<file path="config.mk">
export PLATFORM = sky130hd
export DESIGN_NAME = sqad_sequencer
export DESIGN_NICKNAME = d
export VERILOG_FILES = /design/src/rtl/sqad_sequencer_pkg.sv /design/src/rtl/sqad_sequencer.sv
export SDC_FILE = /design/constraint.sdc
export NUM_CORES = 1
export LEC_CHECK = 0
export CORE_AREA = 2 2 385 387
export CTS_CLUSTER_SIZE = 16
export DETAILED_ROUTE_END_ITERATION = 7
export DIE_AREA = 0 0 387 389
export PLACE_DENSITY = 0.5
export SLEW_MARGIN = 10
export SYNTH_ARGS = -nofsm -noshare
export SYNTH_HDL_FRONTEND = slang
export SYNTH_SLANG_ARGS = --single-unit
</file>
<file path="constraint.sdc">
create_clock -name clk -period 3.6 [get_ports clk]
set_input_delay 0.72 -clock clk [delete_from_list [all_inputs] [get_ports clk]]
set_output_delay 0.72 -clock clk [all_outputs]
set_load 0.1 [all_outputs]
</file>
<file path="src/rtl/sqad_sequencer_pkg.sv">
// Shared ECC definitions: field width, field-op command encodings and the
// sequencer state type.
package sqad_sequencer_pkg;

   localparam int unsigned ECC_M = 163;

   localparam logic [1:0] OP_ADD   = 2'd0;
   localparam logic [1:0] OP_ADDSQ = 2'd1;
   localparam logic [1:0] OP_MSQ   = 2'd2;

   typedef enum logic [1:0] {
      S_IDLE,
      S_ISSUE,
      S_RUN,
      S_DONE
   } sqad_state_e;

endpackage

</file>
<file path="src/rtl/sqad_sequencer.sv">
// Command sequencer for the GF(2^163) square/adder unit: runs ADD, ADDSQ or
// k chained squarings through the externally instantiated unit.
module sqad_sequencer
   import sqad_sequencer_pkg::*;
#(
   parameter int unsigned M  = ECC_M,
   parameter int unsigned CW = 8
) (
   input  logic          clk,
   input  logic          rst_n,
   input  logic          cmd_valid,
   output logic          cmd_ready,
   input  logic [1:0]    cmd_op,
   input  logic [CW-1:0] cmd_cnt,
   input  logic [M-1:0]  cmd_a,
   input  logic [M-1:0]  cmd_b,
   output logic          res_valid,
   input  logic          res_ready,
   output logic [M-1:0]  res_data,
   output logic          busy,
   output logic [M-1:0]  sa_a,
   output logic [M-1:0]  sa_b,
   output logic          sa_opt,
   input  logic [M-1:0]  sa_r
);

   sqad_state_e   state_q, state_d;
   logic [M-1:0]  a_q, a_d;
   logic [M-1:0]  b_q, b_d;
   logic          opt_q, opt_d;
   logic [CW-1:0] rem_q, rem_d;
   logic [M-1:0]  res_q, res_d;

   always_comb begin
      state_d = state_q;
      a_d     = a_q;
      b_d     = b_q;
      opt_d   = opt_q;
      rem_d   = rem_q;
      res_d   = res_q;
      unique case (state_q)
         S_IDLE: begin
            if (cmd_valid) begin
               a_d     = cmd_a;
               b_d     = cmd_b;
               opt_d   = 1'b0;
               rem_d   = CW'(1);
               state_d = S_ISSUE;
               unique case (cmd_op)
                  OP_ADD:   opt_d = 1'b0;
                  OP_ADDSQ: opt_d = 1'b1;
                  OP_MSQ: begin
                     b_d   = '0;
                     opt_d = 1'b1;
                     rem_d = cmd_cnt;
                     // k == 0 is the identity; skip the unit entirely
                     if (cmd_cnt == '0) begin
                        res_d   = cmd_a;
                        state_d = S_DONE;
                     end
                  end
                  default:  opt_d = 1'b0;
               endcase
            end
         end
         S_ISSUE: state_d = S_RUN;
         S_RUN: begin
            if (rem_q == CW'(1)) begin
               res_d   = sa_r;
               state_d = S_DONE;
            end else begin
               rem_d = rem_q - CW'(1);
            end
         end
         S_DONE: begin
            if (res_ready) state_d = S_IDLE;
         end
         default: state_d = S_IDLE;
      endcase
   end

   always_ff @(posedge clk or negedge rst_n) begin
      if (!rst_n) begin
         state_q <= S_IDLE;
         a_q     <= '0;
         b_q     <= '0;
         opt_q   <= 1'b0;
         rem_q   <= '0;
         res_q   <= '0;
      end else begin
         state_q <= state_d;
         a_q     <= a_d;
         b_q     <= b_d;
         opt_q   <= opt_d;
         rem_q   <= rem_d;
         res_q   <= res_d;
      end
   end

   // In RUN the unit's own output is fed back with B = 0 to chain squarings.
   assign sa_a      = (state_q == S_RUN) ? sa_r : a_q;
   assign sa_b      = (state_q == S_RUN) ? '0 : b_q;
   assign sa_opt    = opt_q && ((state_q == S_ISSUE) || (state_q == S_RUN));
   assign cmd_ready = (state_q == S_IDLE);
   assign busy      = (state_q != S_IDLE);
   assign res_valid = (state_q == S_DONE);
   assign res_data  = res_q;

endmodule

</file>
After elaboration in Yosys (flattened, before gate mapping). Cells that the tools add are included.

Logic and storage cells: 49. Output and inout port bits: 493. Register bits after elaboration: 500. Input port bits: 503.

Muxes and demuxes: 19. Equal/unequal tests: 12. Add/subtract/negate cells: 1. Reductions and logical operators: 11.

Operators with widths (number): two-way mux 163 bit (7); one-hot mux 163 bit (2 select lines) (1); two-way mux 8 bit (3); one-hot mux 8 bit (2 select lines) (1); two-way mux 2 bit (5); equality test 8 x 1 -> 1 bit, second input constant (1); logical NOT 8 bit (1); one-hot mux 2 bit (4 select lines) (1); subtractor 8 x 1 -> 8 bit, second input constant (1); equality test 2 bit, second input constant (3); inequality test 2 x 1 -> 1 bit, second input constant (3); inequality test 2 bit, second input constant (3); AND reduction 3 bit (2); AND reduction 5 bit (1); equality test 2 x 1 -> 1 bit, second input constant (2); nonzero test 2 bit (2); logical NOT 2 bit (1); AND reduction 2 bit (1); OR reduction 2 bit (1); logical AND 1 bit (1); logical OR 1 bit (1); two-way mux 1 bit (1).

Longest topological paths before layout.
Depth after elaboration: 5. Gate-level depth with buffers: 9. Depth with buffers taken out: 6.

Worst setup path after synthesis. OpenSTA, ideal clock, no wires.

Path type: reg-to-reg. Start: register state_q[0]. End: register res_q[100], in the netlist res_data[100]. Buffers on the path: 3. Stages on the path, launching flop included: 10. Clock period less this slack: 3.459 ns. Arrival: 3.382 ns. Library setup time: 0.077 ns. Required time: 3.523 ns. Path slack: 0.141 ns. Path through: dfrtp_1 inv_1 ha_1 inv_1 a32oi_1 buf_2 clkbuf_1 clkbuf_1 o21ai_0 o21ai_1.

Word-level cells in the longest chain between the ends: 3. Elaborated cells on any way between the ends: 9. Classes of those cells: 5 x eq/ne; 1 x mux; 3 x reduce/logical.

RTL lines: start, declared (RTL line sqad_sequencer.sv:27) `sqad_state_e state_q, state_d;`; start signal, assigned (RTL line sqad_sequencer.sv:91) `state_q <= state_d;`; logical NOT 2 bit *; net cmd_ready (RTL line sqad_sequencer.sv:12) `output logic cmd_ready,`; inequality test 2 x 1 -> 1 bit (no source line) (tied with other cells); AND reduction 5 bit (no source line); end signal, assigned (RTL line sqad_sequencer.sv:96) `res_q <= res_d;`; end, declared (RTL line sqad_sequencer.sv:32) `logic [M-1:0] res_q, res_d;`.

The timed path passes the listed nets; every way through them passes the cells marked *. A chain may end at the register's enable or synchronous reset.

Worst setup path after layout.
Start: register state_q[0]. End: output port sa_a[21].

Word-level cells in the longest chain between the ends: 2.

RTL lines: equality test 2 bit (RTL line sqad_sequencer.sv:101) `assign sa_a = (state_q == S_RUN) ? sa_r : a_q;`; two-way mux 163 bit (RTL line sqad_sequencer.sv:101); end, declared (RTL line sqad_sequencer.sv:21) `output logic [M-1:0] sa_a,`.

Every way passes these cells.

==> flow_summary.toml <==
[yosys]
synth-xor-area-share_pct = 0
synthFlopType = "dfrtp_1"
synth_edf_count = 0
synth-compound-area-share_pct = 11.0
synthAdderAreaFrac_pct = 0.310
yosysSeqAreaShare_pct = 51.7
synth_top_family_by_area = "multiplexers"
syn_avg_cell_area_um2 = 10.9
ys_warn_count = 0
syn_area_um2 = 24200
synth_mux_area_share_pct = 22.0
yosys.area_share.simple_pct = 11.7
async_reset_ff_share_pct = 100
synth_fp_nets = 2740
synth.distinct_cells = 34
syn_inst = 2231
synth_seq_cells = 500

[timing]
tightest_slew_ns = 1.06
max_freq_ghz = 0.291
finalSetupViolations = 0
fin_crit_sh_pct = 95.5
setup-tns-final_ns = 0
clock_skew_ns = 0.0394
finalHoldViolations = 0
slew_headroom_pct = 29.2
worst_slack_ns = 0.163
fin_crit_ns = 3.44
timing.final.max_slew_violations = 0
grt_setup_unrepaired = "no"

[clock_network]
cts_tree = "done"
cts.repair.resized = 0
postCtsSetupBuffers = 0
clk_path_buf_depth = 3
cts_hold_buf = 0
numCtsBuffers = 66
cts_max_level = 3
cts.clk_slew.worst_paths_ns = 0.05
clk_latency_ns = 0.66
cts_num_sinks = 500
clockRootBuffer = "clkbuf_16"

[route]
dr.pass1.iters = 4
drc_errors = 0
wl_per_cell_um = 20.9
via_per_inst = 4.00
drtIter0Drc = 1003
detail-route-antenna-nets = 0
drt-total-wl_um = 109000
via_count = 20700

[grt]
antenna_found_initial = 23
grt_pass1_vias = 21100
overflow = 0
grt_pass1_wl_um = 154000
grt_usage_pct = 14.0
grt_max_degree = 165

[finish]
finish.instance_area_um2 = 40100
area_growth_pct = 65.7
nets = 3705
fillers = 15400
drive_gt1_share_pct = 27.9
stdcell_count = 5188

[floorplan]
initial_utilization_pct = 16.5
dieArea_um2 = 151000
core_um2 = 147000
die_x_um = 387
num_rows = 141
fp.dieH_um = 389
boundaryPins = 996

[critical_path]
crit_required_ns = 2.88
end_kind = "primary output"
r2r_start = "state_q[0]$_DFFE_PN0P_"
rrSetupSlack_ns = 0.73
startpoint = "state_q[0]$_DFFE_PN0P_"
cp-endpoint = "sa_a[21]"
crit_type = "flop to primary output"
timing.rr.end = "res_data[55]$_DFFE_PN0P_"
cp-start-kind = "flop"
critical_path_peak_fanout = 22
reg2reg_depth = 7
cp.arrival_ns = 2.72

[place]
pre_cts_ws_ns = 0.496
io_buffers = 995
place_congestion = 0.818
placed_area_um2 = 37900
placed_cells = 5058
hpwl_um = 83100

[status]
status = "complete, no violations"

[run]
drv_cap = 0

[hold_path]
min_path_type = "input port to asynchronous set/reset pin"
-- routing by layer --
layer	vias to the layer above	global-route usage (%)	routed length, um
met5	-	0	81
met4	12	5.30	3270
met3	127	4.57	8400
met2	667	23.2	52800
met1	10300	16.7	44000
li1	9652	-	-
-- area by class of cell --
type | count | area (um^2) | area share (%)
repair buffers | 1080 | 12000 | 29.9
well taps | 1930 | 2410 | 6.02
diodes | 11 | 27.5 | 0.0686
inverters | 10 | 37.5 | 0.0936
clock buffers | 104 | 1920 | 4.80
flip-flops and latches | 500 | 12500 | 31.2
clock inverters | 15 | 235 | 0.586
multi-input cells | 1538 | 11000 | 27.3
-- registers in the layout, indices dropped and copies added (netlist names) --
register / count
a_q: 163
b_q: 163
opt_q: 1
rem_q: 8
res_data: 163
state_q: 2
-- how the worst min path moves through the flow --
stage,startpoint,end,cells past startpoint
CTS,rst_n,a_q[51]$_DFFE_PN0P_,1
global placement,b_q[36]$_DFFE_PN0P_,b_q[36]$_DFFE_PN0P_,2
detailed placement,b_q[90]$_DFFE_PN0P_,b_q[90]$_DFFE_PN0P_,2
floorplan,rst_n,a_q[0]$_DFFE_PN0P_,0
global route,rst_n,res_data[45]$_DFFE_PN0P_,1
finish,rst_n,res_data[45]$_DFFE_PN0P_,1
-- cell families (layout without fill, tap and decap cells) --
family                   count (synthesis)  in the layout
AO/OA/AOI/OAI                          521            521
adder cells (fa/ha/maj)                  6              6
buffers and inverters                  193           1209
flip-flops                             500            500
multiplexers                           491            491
other                                    0             11
AND/OR/NAND/NOR                        520            520
-- layout by cell type (no fill, tap or decap), types with 3 or more instances in the layout --
cell type          n
a21oi_1            6
a32oi_1            3
buf_12           191
buf_4            288
bufinv_16          3
clkbuf_1          25
clkbuf_16         66
clkbuf_8          13
clkdlybuf4s50_1  600
clkinv_2           5
dfrtp_1          500
diode_2           11
ha_1               4
inv_1             10
mux2_2           326
mux2i_1          165
nand2_1          167
nand2b_1         165
nand3_1            4
nor2_1             3
nor2b_1          170
o21ai_0          429
o21ai_1           70
-- worst max-delay path, cell delays in order (launching register included) --
cell	delay [ns]
dfrtp_1	0.38
inv_1	0.14
ha_4	0.24
buf_12	0.22
buf_4	0.39
mux2_2	0.44
buf_12	0.18
-- metrics by stage --
step,hold slack (ns),utilization [%]
3_5_place_dp,0.462,25.9
2_1_floorplan,0.424,-
4_1_cts,0.0623,27.3
6_report,0.120,27.4
3_3_place_gp,0.455,25.9
5_1_grt,0.100,27.4
-- cell usage after synthesis, drive strengths merged, types with 2 or more instances --
cell	number	share of area, %
nor2b	170	4.4
mux2	326	15
a221oi	2	0.072
buf	50	1.2
o21ai	499	10
and3	2	0.052
dfrtp	500	52
ha	6	0.31
nand3	4	0.083
nand2b	165	4.3
o311ai	2	0.072
nor2	3	0.047
nor3	2	0.041
o211ai	2	0.062
nand2	168	2.6
a32oi	4	0.14
a21oi	6	0.12
nor4	2	0.052
inv	10	0.16
mux2i	165	6.8
clkbuf	133	2.1
Power is left out: the tool's default activity adds up to more than one toggle a clock period on the data nets, which glitch-free logic cannot reach.
